$ cat config.mk
export PLATFORM = sky130hd
export DESIGN_NAME = mlp_layer_sequencer
export DESIGN_NICKNAME = d
export VERILOG_FILES = /design/src/rtl/mlp_layer_sequencer.sv
export SDC_FILE = /design/constraint.sdc
export NUM_CORES = 1
export LEC_CHECK = 0
export ABC_AREA = 0
export BUFFER_PORTS_ARGS = -buffer_cell sky130_fd_sc_hd__buf_2
export CAP_MARGIN = 20
export CORE_MARGIN = 1
export CORE_UTILIZATION = 30
export DETAILED_ROUTE_END_ITERATION = 8
export PLACE_DENSITY = 0.57
export SYNTH_ARGS = -nofsm -noshare
export SYNTH_HDL_FRONTEND = slang
export SYNTH_SLANG_ARGS = --single-unit
$ cat constraint.sdc
create_clock -name clk -period 2.1 [get_ports clk]
set_input_delay 0.315 -clock clk [delete_from_list [all_inputs] [get_ports clk]]
set_output_delay 0.315 -clock clk [all_outputs]
set_load 0.01 [all_outputs]
$ cat src/rtl/mlp_layer_sequencer.sv
// Multi-layer control FSM for an ARRAY_N x ARRAY_N systolic MMU: sequences weight load,
// activation load, compute, drain, transfer and ping-pong buffer swap for 1..MAX_LAYERS layers.
module mlp_layer_sequencer #(
    parameter int ARRAY_N         = 2,
    parameter int MAX_LAYERS      = 4,
    parameter int LAYER_W         = 3,
    parameter int ACT_LOAD_CYCLES = 4,
    parameter int TRANSFER_CYCLES = 4,
    parameter int DONE_HOLD       = 8,
    parameter int CNT_W           = 5
) (
    input  logic               clk,
    input  logic               reset,
    input  logic               start,
    input  logic [LAYER_W-1:0] num_layers,
    input  logic               weights_ready,
    input  logic               abort,
    input  logic               ub_rd_valid,
    output logic               wf_pop,
    output logic [ARRAY_N-1:0] capture_col,
    output logic               ub_rd_ready,
    output logic               buf_sel,
    output logic               refill_en,
    output logic               acc_clear,
    output logic               acc_align_clear,
    output logic               accum_en,
    output logic               mmu_valid,
    output logic [3:0]         state,
    output logic [CNT_W-1:0]   cycle_cnt,
    output logic [LAYER_W-1:0] layer,
    output logic               busy,
    output logic               layer_complete,
    output logic               done
);

    typedef enum logic [3:0] {
        S_IDLE         = 4'd0,
        S_LOAD_WEIGHT  = 4'd1,
        S_LOAD_ACT     = 4'd2,
        S_COMPUTE      = 4'd3,
        S_DRAIN        = 4'd4,
        S_TRANSFER     = 4'd5,
        S_NEXT_LAYER   = 4'd6,
        S_WAIT_WEIGHTS = 4'd7,
        S_DONE         = 4'd8
    } state_t;

    state_t             state_q, state_d;
    logic [CNT_W-1:0]   cnt_q;
    logic [LAYER_W-1:0] layer_q, num_q, num_clamped;
    logic               buf_q, accum_q, done_q, acc_clear_q;
    logic               start_ok, abort_run;

    assign start_ok  = (state_q == S_IDLE) && start && !abort;
    assign abort_run = abort && (state_q != S_IDLE);

    always_comb begin
        num_clamped = num_layers;
        if (num_layers == '0)
            num_clamped = LAYER_W'(1);
        else if (num_layers > LAYER_W'(MAX_LAYERS))
            num_clamped = LAYER_W'(MAX_LAYERS);
    end

    always_comb begin
        state_d = state_q;
        case (state_q)
            S_IDLE:         if (start) state_d = S_LOAD_WEIGHT;
            S_LOAD_WEIGHT:  if (cnt_q == CNT_W'(ARRAY_N))
                                state_d = (layer_q == '0) ? S_LOAD_ACT : S_COMPUTE;
            S_LOAD_ACT:     if (cnt_q == CNT_W'(ACT_LOAD_CYCLES - 1)) state_d = S_COMPUTE;
            S_COMPUTE:      if (cnt_q == CNT_W'(ARRAY_N)) state_d = S_DRAIN;
            S_DRAIN:        if (cnt_q == CNT_W'(2 * ARRAY_N + 2))
                                state_d = (layer_q < num_q - 1'b1) ? S_TRANSFER : S_DONE;
            S_TRANSFER:     if (cnt_q == CNT_W'(TRANSFER_CYCLES - 1)) state_d = S_NEXT_LAYER;
            S_NEXT_LAYER:   state_d = S_WAIT_WEIGHTS;
            S_WAIT_WEIGHTS: if (weights_ready) state_d = S_LOAD_WEIGHT;
            S_DONE:         if (cnt_q == CNT_W'(DONE_HOLD)) state_d = S_IDLE;
            default:        state_d = S_IDLE;
        endcase
        // Abort overrides every transition, including start taken in IDLE.
        if (abort) state_d = S_IDLE;
    end

    always_ff @(posedge clk) begin
        if (reset) begin
            state_q     <= S_IDLE;
            cnt_q       <= '0;
            layer_q     <= '0;
            num_q       <= '0;
            buf_q       <= 1'b0;
            accum_q     <= 1'b0;
            done_q      <= 1'b0;
            acc_clear_q <= 1'b0;
        end else begin
            state_q     <= state_d;
            cnt_q       <= (state_d != state_q) ? '0 : cnt_q + 1'b1;
            done_q      <= (state_q == S_DONE) && (cnt_q == CNT_W'(DONE_HOLD)) && !abort;
            acc_clear_q <= start_ok;

            if (abort_run || start_ok) begin
                layer_q <= '0;
                buf_q   <= 1'b0;
            end else if (state_q == S_NEXT_LAYER) begin
                layer_q <= layer_q + 1'b1;
                buf_q   <= ~buf_q;
            end
            if (start_ok) num_q <= num_clamped;

            // Accumulation stays enabled across layers until the run leaves for IDLE.
            if (abort || state_d == S_IDLE)
                accum_q <= 1'b0;
            else if (state_q == S_COMPUTE)
                accum_q <= 1'b1;
        end
    end

    // ub_rd_valid/ub_rd_ready: a read beat is consumed on any cycle where both are high;
    // ready is held for the whole COMPUTE window regardless of valid.
    always_comb begin
        capture_col = '0;
        if (state_q == S_LOAD_WEIGHT) begin
            for (int k = 0; k < ARRAY_N; k++)
                capture_col[k] = (cnt_q == CNT_W'(k + 1));
        end
    end

    assign wf_pop          = (state_q == S_LOAD_WEIGHT);
    assign ub_rd_ready     = (state_q == S_COMPUTE);
    assign mmu_valid       = ((state_q == S_COMPUTE) && (cnt_q >= CNT_W'(ARRAY_N)) && ub_rd_valid)
                           || ((state_q == S_DRAIN) && (cnt_q < CNT_W'(ARRAY_N)));
    assign refill_en       = (state_q == S_DRAIN) || (state_q == S_TRANSFER);
    assign acc_clear       = acc_clear_q;
    assign acc_align_clear = (state_q == S_LOAD_ACT) && (cnt_q == '0);
    assign accum_en        = accum_q;
    assign buf_sel         = buf_q;
    assign state           = state_q;
    assign cycle_cnt       = cnt_q;
    assign layer           = layer_q;
    assign busy            = (state_q != S_IDLE);
    assign layer_complete  = (state_q == S_DONE);
    assign done            = done_q;

endmodule

# == After elaboration in Yosys (flattened, before gate mapping) ==
# Cells that the tools add are included.
# totals
register_bits,19
wordCells,68
output_inout_bits,25
inputBits,9
# classes
n_reduce_logical,23
bitwise,1
n_addsub,3
mux,15
magnitude_cmp,4
eq_ne,14
# ops
op,count
4-bit two-way mux,10
4-bit one-hot mux with 9 select lines,1
4-bit by 3-bit == test with 1-bit output (second input constant),4
5-bit by 2-bit == test with 1-bit output (second input constant),2
1-bit logical AND,9
4-bit by 2-bit == test with 1-bit output (second input constant),2
4-bit logical NOT,2
3-bit logical NOT,2
3-bit two-way mux,2
2-bit OR reduction,3
5-bit by 1-bit adder with 5-bit output (second input constant),1
5-bit by 1-bit == test with 1-bit output (second input constant),1
5-bit by 3-bit == test with 1-bit output (second input constant),1
5-bit by 4-bit == test with 1-bit output (second input constant),1
5-bit by 2-bit greater-or-equal comparator with 1-bit output (second input constant),1
5-bit logical NOT,1
5-bit by 2-bit less-than comparator with 1-bit output (second input constant),1
4-bit by 1-bit == test with 1-bit output (second input constant),1
4-bit == test (second input constant),1
1-bit logical OR,4
4-bit inequality test,1
4-bit nonzero test,1
3-bit by 1-bit adder with 3-bit output (second input constant),1
3-bit > comparator (second input constant),1
other kinds (6),6

# == Logic depth before layout (Yosys ltp) ==
# Gate-level depths: netlist of the first run.
# depth
word_depth,9
mapped_depth,9
ltp_nobuf,9

# == Least setup slack after synthesis of the first run ==
# Ideal clock, no wire load.
# synth_timing
path_kind,reg-to-reg
startpoint,reg cnt_q[0] (netlist: cycle_cnt[0])
endpoint,reg accum_q (netlist: accum_en)
path_stages_with_launch,8
slack_ns,0.149
synth_period_minus_slack_ns,1.951
path_buffers,0
required_ns,1.960
arrival_ns,1.811
setup_ns,0.140
cell_sequence,dfxtp_1 -> inv_1 -> ha_1 -> or4b_4 -> o31a_1 -> a211oi_2 -> nor2b_1 -> a311oi_1
# synth_via
elab_chain_cells,7
word_cells_on_any_way,15
cone_classes,4 x eq/ne; 8 x mux; 3 x reduce/logical
# synth_rtl
item,line,source
from (decl),49,logic [CNT_W-1:0] cnt_q;
from (signal assigned),97,cnt_q <= (state_d != state_q) ? '0 : cnt_q + 1'b1;
"5-bit by 4-bit == test with 1-bit output, or another cell as far along",78,S_DONE: if (cnt_q == CNT_W'(DONE_HOLD)) state_d = S_IDLE;
"4-bit two-way mux, or another cell as far along",78,
4-bit one-hot mux with 9 select lines *,67,case (state_q)
4-bit two-way mux *,82,if (abort) state_d = S_IDLE;
4-bit logical NOT *,111,if (abort || state_d == S_IDLE)
1-bit logical OR *,111,
2-bit OR reduction (no line) *,--,
to (signal assigned),92,accum_q <= 1'b0;
to (signal assigned),112,accum_q <= 1'b0;
to (signal assigned),114,accum_q <= 1'b1;
to (decl),51,"logic buf_q, accum_q, done_q, acc_clear_q;"
# Every way passes the cells marked *; elsewhere a longest branch is shown, timed or not.
# A chain may end at the register's enable or synchronous reset.

# == Worst setup path in the final report of the first run ==
# Same ends and word-level chain as after synthesis.

==> report_table.html, run 1 <==
<table>
<tr><th>Metric</th><th>Value</th></tr>
<tr><th colspan="2">Run status</th></tr>
<tr><td>Run status</td><td>complete, no violations</td></tr>
<tr><th colspan="2">Power</th></tr>
<tr><td>Clock Power Share</td><td>0.347</td></tr>
<tr><td>Power per unit of standard cell area</td><td>452 nW/um^2</td></tr>
<tr><td>Leakage</td><td>0.758 nW</td></tr>
<tr><td>Pwr Total</td><td>0.761 mW</td></tr>
<tr><td>Worst-case vdd ir drop</td><td>0.394 mV</td></tr>
<tr><td>Logic gate share of total power</td><td>0.154</td></tr>
<tr><td>Switching fraction of total power</td><td>0.269</td></tr>
<tr><td>Share of power burned in registers</td><td>0.499</td></tr>
<tr><td>Power spent charging and discharging nets</td><td>0.205 mW</td></tr>
<tr><td>Cell-internal power</td><td>0.556 mW</td></tr>
<tr><th colspan="2">CTS</th></tr>
<tr><td>Cell at the root of the clock tree</td><td>clkbuf_8</td></tr>
<tr><td>Num Clock Sinks</td><td>19</td></tr>
<tr><td>H-tree lvl count</td><td>1</td></tr>
<tr><td>CTS tree</td><td>yes</td></tr>
<tr><td>Hold buffers post-CTS</td><td>0</td></tr>
<tr><td>Clk Latency, worst-skew pair</td><td>270 ps</td></tr>
<tr><td>Worst-case clock buffer depth</td><td>2</td></tr>
<tr><td>TritonCTS Buffers</td><td>3</td></tr>
<tr><td>CTS clock-pin slew for the worst setup and hold paths</td><td>70 ps</td></tr>
<tr><th colspan="2">Timing</th></tr>
<tr><td>Time the final worst path needs with I/O delays and setup</td><td>2050 ps</td></tr>
<tr><td>Clock skew after layout</td><td>5.03 ps</td></tr>
<tr><td>Hold Fails Final Rpt</td><td>0</td></tr>
<tr><td>Count of pins over their slew limit</td><td>0</td></tr>
<tr><td>Worst slew margin</td><td>0.550</td></tr>
<tr><td>Least-Margin Pin Slew</td><td>667 ps</td></tr>
<tr><td>Setup_tns</td><td>0 ps</td></tr>
<tr><td>FMAX</td><td>489 MHz</td></tr>
<tr><td>Final Cycle Share</td><td>0.974</td></tr>
<tr><td>PnR worst setup slack</td><td>53.7 ps</td></tr>
<tr><td>Setup-failing EPs final</td><td>0</td></tr>
<tr><th colspan="2">Layout</th></tr>
<tr><td>Proportion of layout cells with a drive suffix above 1</td><td>0.342</td></tr>
<tr><td>Net total in the final layout</td><td>221</td></tr>
<tr><td>Area Overhead vs Synth</td><td>29.6%</td></tr>
<tr><td>Number of diodes added for antenna fixing</td><td>0</td></tr>
<tr><th colspan="2">Placed design</th></tr>
<tr><td>Buffers on Ports</td><td>33</td></tr>
<tr><td>Worst Setup Slack post-DPL</td><td>-7.47 ps</td></tr>
<tr><td>Routability congestion estimate</td><td>0.856</td></tr>
<tr><td>Half-perimeter wire length after detailed placement</td><td>2.44 mm</td></tr>
<tr><th colspan="2">Die</th></tr>
<tr><td>Die outline height</td><td>67.8 um</td></tr>
<tr><td>Floorplan die width</td><td>67.8 um</td></tr>
<tr><td>Core box area</td><td>4090 sq um</td></tr>
<tr><td>Die area</td><td>4600 sq um</td></tr>
<tr><td>I/O pin cnt</td><td>34</td></tr>
<tr><td>Row cnt</td><td>23</td></tr>
<tr><td>Effective utilization at floorplan</td><td>0.318</td></tr>
<tr><th colspan="2">Synthesis</th></tr>
<tr><td>Proportion of netlist area held by the largest area contributor</td><td>0.293</td></tr>
<tr><td>Xor/xnor cell area share of the yosys netlist</td><td>0.0472</td></tr>
<tr><td>Synthesized-area fraction occupied by ao, oa, aoi and oai cells</td><td>0.161</td></tr>
<tr><td>Multiplexer share of the synthesized area</td><td>0.0241</td></tr>
<tr><td>Fraction of registers with async set or reset after synthesis</td><td>0</td></tr>
<tr><td>Post-synthesis instance total</td><td>167</td></tr>
<tr><td>Top post-synthesis cells by count</td><td>19 x dfxtp_1, 19 x nor2_1, 14 x nand2_1, 13 x inv_1</td></tr>
<tr><td>Ys Warns</td><td>0</td></tr>
<tr><td>Combinational family with the most area after synthesis</td><td>simple AND/OR/NAND/NOR gates</td></tr>
<tr><td>Syn_area_per_cell</td><td>7.78 sq um</td></tr>
<tr><td>Simple logic cell fraction of the synthesized area</td><td>0.305</td></tr>
<tr><td>Unique cell type count in the Yosys netlist</td><td>43</td></tr>
<tr><td>Number of enable flip-flop cells after synthesis</td><td>0</td></tr>
<tr><td>Post-synthesis instance area</td><td>1300 sq um</td></tr>
<tr><td>Top area cells in the synthesized netlist</td><td>dfxtp_1 29%, ha_1 8.7%, nor2_1 5.5%</td></tr>
<tr><td>Area share of fa/ha/maj cells after synthesis</td><td>0.0866</td></tr>
<tr><td>Portion of the post-synthesis area used by sequential elements</td><td>0.293</td></tr>
<tr><td>Total of flip-flops plus latches after synthesis</td><td>19</td></tr>
<tr><td>Dominant register cell in the synthesized netlist</td><td>dfxtp_1</td></tr>
<tr><td>Total nets after synthesis</td><td>185</td></tr>
<tr><td>Biggest area consumer among synthesized cells</td><td>dfxtp_1</td></tr>
<tr><th colspan="2">Hold path</th></tr>
<tr><td>Hold Path Class</td><td>input port to flop</td></tr>
<tr><th colspan="2">Worst setup path</th></tr>
<tr><td>Required time at the worst-slack endpoint</td><td>2230 ps</td></tr>
<tr><td>Crit Path Category</td><td>flop to flop</td></tr>
<tr><td>Max Fanout on Critical Path</td><td>6</td></tr>
<tr><td>CP startpoint kind</td><td>flop</td></tr>
<tr><td>Arrival @ worst endpoint</td><td>2170 ps</td></tr>
<tr><td>Kind of end point of the critical path</td><td>flop</td></tr>
<tr><th colspan="2">Global routing</th></tr>
<tr><td>Global-route total usage across every layer</td><td>0.154</td></tr>
<tr><td>Via count of the first global-routing pass</td><td>1084</td></tr>
<tr><td>Global-route wire length before repair</td><td>5.20 mm</td></tr>
<tr><td>Pin count of the biggest net entering global routing</td><td>18</td></tr>
<tr><td>Initial antenna violation count</td><td>0</td></tr>
<tr><td>Global route overflow</td><td>0</td></tr>
<tr><th colspan="2">Run</th></tr>
<tr><td>Max Cap Viol</td><td>0</td></tr>
<tr><th colspan="2">Route</th></tr>
<tr><td>Iteration-0 DRC count of the detailed router</td><td>49</td></tr>
<tr><td>Via density per instance</td><td>5.08</td></tr>
<tr><td>Total number of vias</td><td>1279</td></tr>
<tr><td>Remaining routing DRC violations</td><td>0</td></tr>
<tr><td>Routed length per instance</td><td>13.2 um</td></tr>
<tr><td>Number of iterations in the first detailed-routing pass</td><td>4</td></tr>
<tr><td>Total length of routed wires</td><td>3.32 mm</td></tr>
<tr><td>Routed Antenna Nets</td><td>0</td></tr>
</table>
-- through the flow --
stage,utilization,hold slack (ps),cell area [sq um],instances
global placement,0.376,471,1540,246
global route,0.412,316,1690,252
detailed placement,0.376,474,1540,246
finish,0.412,321,1690,252
floorplan,-,450,1300,167
CTS,0.390,313,1600,250
-- power groups by stage --
stage          logic, mW  clock network [mW]  registers, mW
2_1_floorplan     0.0685                   0          0.386
3_3_place_gp       0.101                   0          0.386
3_5_place_dp       0.101                   0          0.386
4_1_cts            0.103               0.278          0.378
5_1_grt            0.131               0.287          0.381
6_report           0.117               0.264          0.380
-- registers in the layout (all words and copies together), names as in the netlist --
| signal | cells |
|---|---|
| layer | 3 |
| accum_en | 1 |
| state | 4 |
| done | 1 |
| acc_clear | 1 |
| cycle_cnt | 5 |
| num_q | 3 |
| buf_sel | 1 |
-- final timing paths --
path              slack (ps)  depth (start not counted)            to          start
setup / recovery          50                          7      accum_en   cycle_cnt[0]
hold / removal           320                          3      num_q[2]  num_layers[2]
setup reg to reg          50                          7      accum_en   cycle_cnt[0]
hold reg to reg          460                          1  cycle_cnt[0]   cycle_cnt[0]
-- critical path, cell delays in order, from the launching register on --
cell and delay [ps]:
dfxtp_4 370, inv_2 80, ha_4 140, or4b_4 500
o31a_1 330, a211oi_4 200, nor2b_4 200, a311oi_2 90
-- per-layer routing --
metal,share of wire,vias up,GRT usage,wire (um)
met4,0.017,0,0.0703,56
met5,0,-,0,0
met2,0.44,34,0.229,1460
li1,-,654,-,-
met1,0.49,584,0.205,1610
met3,0.055,7,0.0400,182
-- cells in the final DEF (no fill, tap or decap), types with 5 or more instances in the layout --
cell     Yosys  final
buf_2        3     33
nor2_1      19     19
dfxtp_1     19     16
nand2_1     14     13
inv_1       13     12
buf_4        0     11
o21ai_0      9      9
nor3_1       8      7
a21oi_1      8      7
xnor2_1      6      6
ha_1         9      6
nand3_1      5      5
-- layout make-up --
cell class | count | area, sq um
fillers | 424 | 2400
multi-input cells | 122 | 895
flip-flops and latches | 19 | 387
repair buffers | 44 | 248
well taps | 50 | 62.6
inverters | 13 | 48.8
clock buffers | 4 | 45.0
-- timing repair --
item                       4_1_cts  5_1_grt
pin swaps                        0       10
setup endpoints to repair        1        8
setup buffers                    0        2
gates resized for setup          3       19
-- kinds of logic after synthesis --
group | count (synthesis)
AOI/OAI and AO/OA | 32
xor gates and xnor gates | 7
adders and majority gates | 9
buffers and inverters | 26
DFF | 19
muxes | 3
and+or+nand+nor | 71
Note: power is estimated with default switching activity, not from simulation.
==> run 2: changes to the inputs <==
- RECOVER_POWER: default -> 100
==> run 2 against run 1 <==
  * Clock skew down 1.3 ps
  * Clock power about the same
  * Global-route usage unchanged
  * Hold slack worse by 1.9 ps
  * Sequential power about the same
  * Core utilization down 0.58 points
  * Die area unchanged
  * Via count up 0.31%
  * Critical endpoint unchanged
==> report_table.html, run 2 (synthesis results as in run 1) <==
<table>
<tr><th>Metric</th><th>Value</th></tr>
<tr><th colspan="2">Placed design</th></tr>
<tr><td>Half-perimeter wire length after detailed placement</td><td>2.44 mm (unchanged)</td></tr>
<tr><td>Cells after DPL</td><td>246 (unchanged)</td></tr>
<tr><td>Buffers on Ports</td><td>33 (unchanged)</td></tr>
<tr><td>Routability congestion estimate</td><td>0.856 (unchanged)</td></tr>
<tr><td>Worst Setup Slack post-DPL</td><td>-7.47 ps (unchanged)</td></tr>
<tr><th colspan="2">Die</th></tr>
<tr><td>Die outline height</td><td>67.8 um (unchanged)</td></tr>
<tr><td>Row cnt</td><td>23 (unchanged)</td></tr>
<tr><td>Die area</td><td>4600 sq um (unchanged)</td></tr>
<tr><td>I/O pin cnt</td><td>34 (unchanged)</td></tr>
<tr><td>Effective utilization at floorplan</td><td>0.318 (unchanged)</td></tr>
<tr><td>Floorplan die width</td><td>67.8 um (unchanged)</td></tr>
<tr><td>Core box area</td><td>4090 sq um (unchanged)</td></tr>
<tr><th colspan="2">Route</th></tr>
<tr><td>Number of iterations in the first detailed-routing pass</td><td>4 (unchanged)</td></tr>
<tr><td>Via density per instance</td><td>5.09 (was 5.08)</td></tr>
<tr><td>Total length of routed wires</td><td>3.33 mm (was 3.32 mm)</td></tr>
<tr><td>Routed length per instance</td><td>13.2 um (about the same)</td></tr>
<tr><td>Total number of vias</td><td>1283 (was 1279)</td></tr>
<tr><td>Remaining routing DRC violations</td><td>0 (unchanged)</td></tr>
<tr><td>Iteration-0 DRC count of the detailed router</td><td>50 (was 49)</td></tr>
<tr><td>Routed Antenna Nets</td><td>0 (unchanged)</td></tr>
<tr><th colspan="2">Timing</th></tr>
<tr><td>Worst slew margin</td><td>0.550 (unchanged)</td></tr>
<tr><td>Time the final worst path needs with I/O delays and setup</td><td>2050 ps (about the same)</td></tr>
<tr><td>Setup-failing EPs final</td><td>0 (unchanged)</td></tr>
<tr><td>Worst Hold Margin</td><td>319 ps (was 321 ps)</td></tr>
<tr><td>Least-Margin Pin Slew</td><td>667 ps (unchanged)</td></tr>
<tr><td>PnR worst setup slack</td><td>53.7 ps (about the same)</td></tr>
<tr><td>Hold Fails Final Rpt</td><td>0 (unchanged)</td></tr>
<tr><td>Final Cycle Share</td><td>0.974 (about the same)</td></tr>
<tr><td>Clock skew after layout</td><td>3.70 ps (was 5.03 ps)</td></tr>
<tr><td>Count of pins over their slew limit</td><td>0 (unchanged)</td></tr>
<tr><td>FMAX</td><td>489 MHz (about the same)</td></tr>
<tr><th colspan="2">Global routing</th></tr>
<tr><td>Global-route wire length before repair</td><td>5.20 mm (unchanged)</td></tr>
<tr><td>Via count of the first global-routing pass</td><td>1084 (unchanged)</td></tr>
<tr><td>Global-route total usage across every layer</td><td>0.154 (unchanged)</td></tr>
<tr><td>Pin count of the biggest net entering global routing</td><td>18 (unchanged)</td></tr>
<tr><td>Initial antenna violation count</td><td>0 (unchanged)</td></tr>
<tr><td>Global route overflow</td><td>0 (unchanged)</td></tr>
<tr><th colspan="2">Hold path</th></tr>
<tr><td>Hold Path Class</td><td>input port to flop (unchanged)</td></tr>
<tr><th colspan="2">Layout</th></tr>
<tr><td>Number of diodes added for antenna fixing</td><td>0 (unchanged)</td></tr>
<tr><td>Area Overhead vs Synth</td><td>27.8% (was 29.6%)</td></tr>
<tr><td>Net total in the final layout</td><td>221 (unchanged)</td></tr>
<tr><td>Proportion of layout cells with a drive suffix above 1</td><td>0.267 (was 0.342)</td></tr>
<tr><td>Top library cells by usage in the layout, fill and taps aside</td><td>20 x buf_2, 19 x nor2_1, 16 x dfxtp_1, 16 x clkbuf_1, 13 x nand2_1 (was 33 x buf_2, 19 x nor2_1, 16 x dfxtp_1)</td></tr>
<tr><td>Number of flip-flops in the largest register</td><td>5 (unchanged)</td></tr>
<tr><td>Final core occ</td><td>0.407 (was 0.412)</td></tr>
<tr><td>Commonest non-fill, non-tap cell in the layout</td><td>buf_2 (unchanged)</td></tr>
<tr><td>Number of cells in the finished layout apart from fillers</td><td>252 (unchanged)</td></tr>
<tr><th colspan="2">Worst setup path</th></tr>
<tr><td>Required time at the worst-slack endpoint</td><td>2230 ps (about the same)</td></tr>
<tr><td>CP startpoint kind</td><td>flop (unchanged)</td></tr>
<tr><td>Arrival @ worst endpoint</td><td>2170 ps (about the same)</td></tr>
<tr><td>Kind of end point of the critical path</td><td>flop (unchanged)</td></tr>
<tr><td>Max Fanout on Critical Path</td><td>6 (unchanged)</td></tr>
<tr><td>Crit Path Category</td><td>flop to flop (unchanged)</td></tr>
<tr><th colspan="2">Run status</th></tr>
<tr><td>Run status</td><td>complete, no violations (unchanged)</td></tr>
<tr><th colspan="2">Power</th></tr>
<tr><td>Worst-case vdd ir drop</td><td>0.399 mV (was 0.394 mV)</td></tr>
<tr><td>Leakage</td><td>0.693 nW (was 0.758 nW)</td></tr>
<tr><td>Power per unit of standard cell area</td><td>459 nW/um^2 (was 452 nW/um^2)</td></tr>
<tr><td>Pwr Total</td><td>0.763 mW (was 0.761 mW)</td></tr>
<tr><th colspan="2">CTS</th></tr>
<tr><td>H-tree lvl count</td><td>1 (unchanged)</td></tr>
<tr><td>CTS tree</td><td>yes (unchanged)</td></tr>
<tr><td>TritonCTS Buffers</td><td>3 (unchanged)</td></tr>
<tr><td>Num Clock Sinks</td><td>19 (unchanged)</td></tr>
<tr><td>Worst-case clock buffer depth</td><td>2 (unchanged)</td></tr>
<tr><td>Cell at the root of the clock tree</td><td>clkbuf_8 (unchanged)</td></tr>
<tr><td>Clk Latency, worst-skew pair</td><td>270 ps (about the same)</td></tr>
<tr><td>CTS clock-pin slew for the worst setup and hold paths</td><td>70 ps (about the same)</td></tr>
<tr><th colspan="2">Run</th></tr>
<tr><td>Max Cap Viol</td><td>0 (unchanged)</td></tr>
</table>
[run 2: worst max-delay path: stages, from the launching register on]
cell and delay [ps]:
dfxtp_4 370, inv_2 80, ha_4 140, or4b_4 500
o31a_1 330, a211oi_4 200, nor2b_4 200, a311oi_2 90
[run 2: layer usage]
layer  GRT usage  up-vias  wire, um
met5           0        -         0
met4      0.0703        0        56
met3      0.0400        7       182
met2       0.229       34      1470
met1       0.205      586      1630
li1            -      656         -
[run 2: layout make-up]
type,count,area [sq um]
Inverter,13,48.8
Sequential cell,19,387
Tap cell,50,62.6
Timing Repair Buffer,44,224
Clock buffer,4,45.0
Fill cell,436,2420
Multi-Input combinational cell,122,895
[run 2: final timing paths]
path / from / to / slack, ps / depth (start not counted)
max: cycle_cnt[0] / accum_en / 50 / 7
max reg2reg: cycle_cnt[0] / accum_en / 50 / 7
min: reset / num_q[1] / 320 / 2
min reg2reg: cycle_cnt[0] / cycle_cnt[0] / 460 / 1
[run 2: per-stage QoR]
step / area, sq um / setup TNS (ps)
final: 1660 / 0
after CTS: 1600 / 0
after global routing: 1660 / -22.3
after floorplan: 1300 / 0
after global placement: 1540 / -19.8
after detailed placement: 1540 / -7.47
[run 2: what timing repair did]
item                                    CTS  global route
buffers inserted                          0             2
gates resized for setup                   3            19
hold buffers                              0             0
endpoints found under the setup margin    1             8
cloned                                    0             0
pin swaps                                 0            10
[run 2: where the power goes]
| group | total [mW] | internal (mW) | switching [mW] |
|---|---|---|---|
| registers | 0.380 | 0.369 | 0.0108 |
| clock network | 0.267 | 0.136 | 0.131 |
| logic | 0.116 | 0.0512 | 0.0652 |
| total | 0.763 | 0.556 | 0.207 |
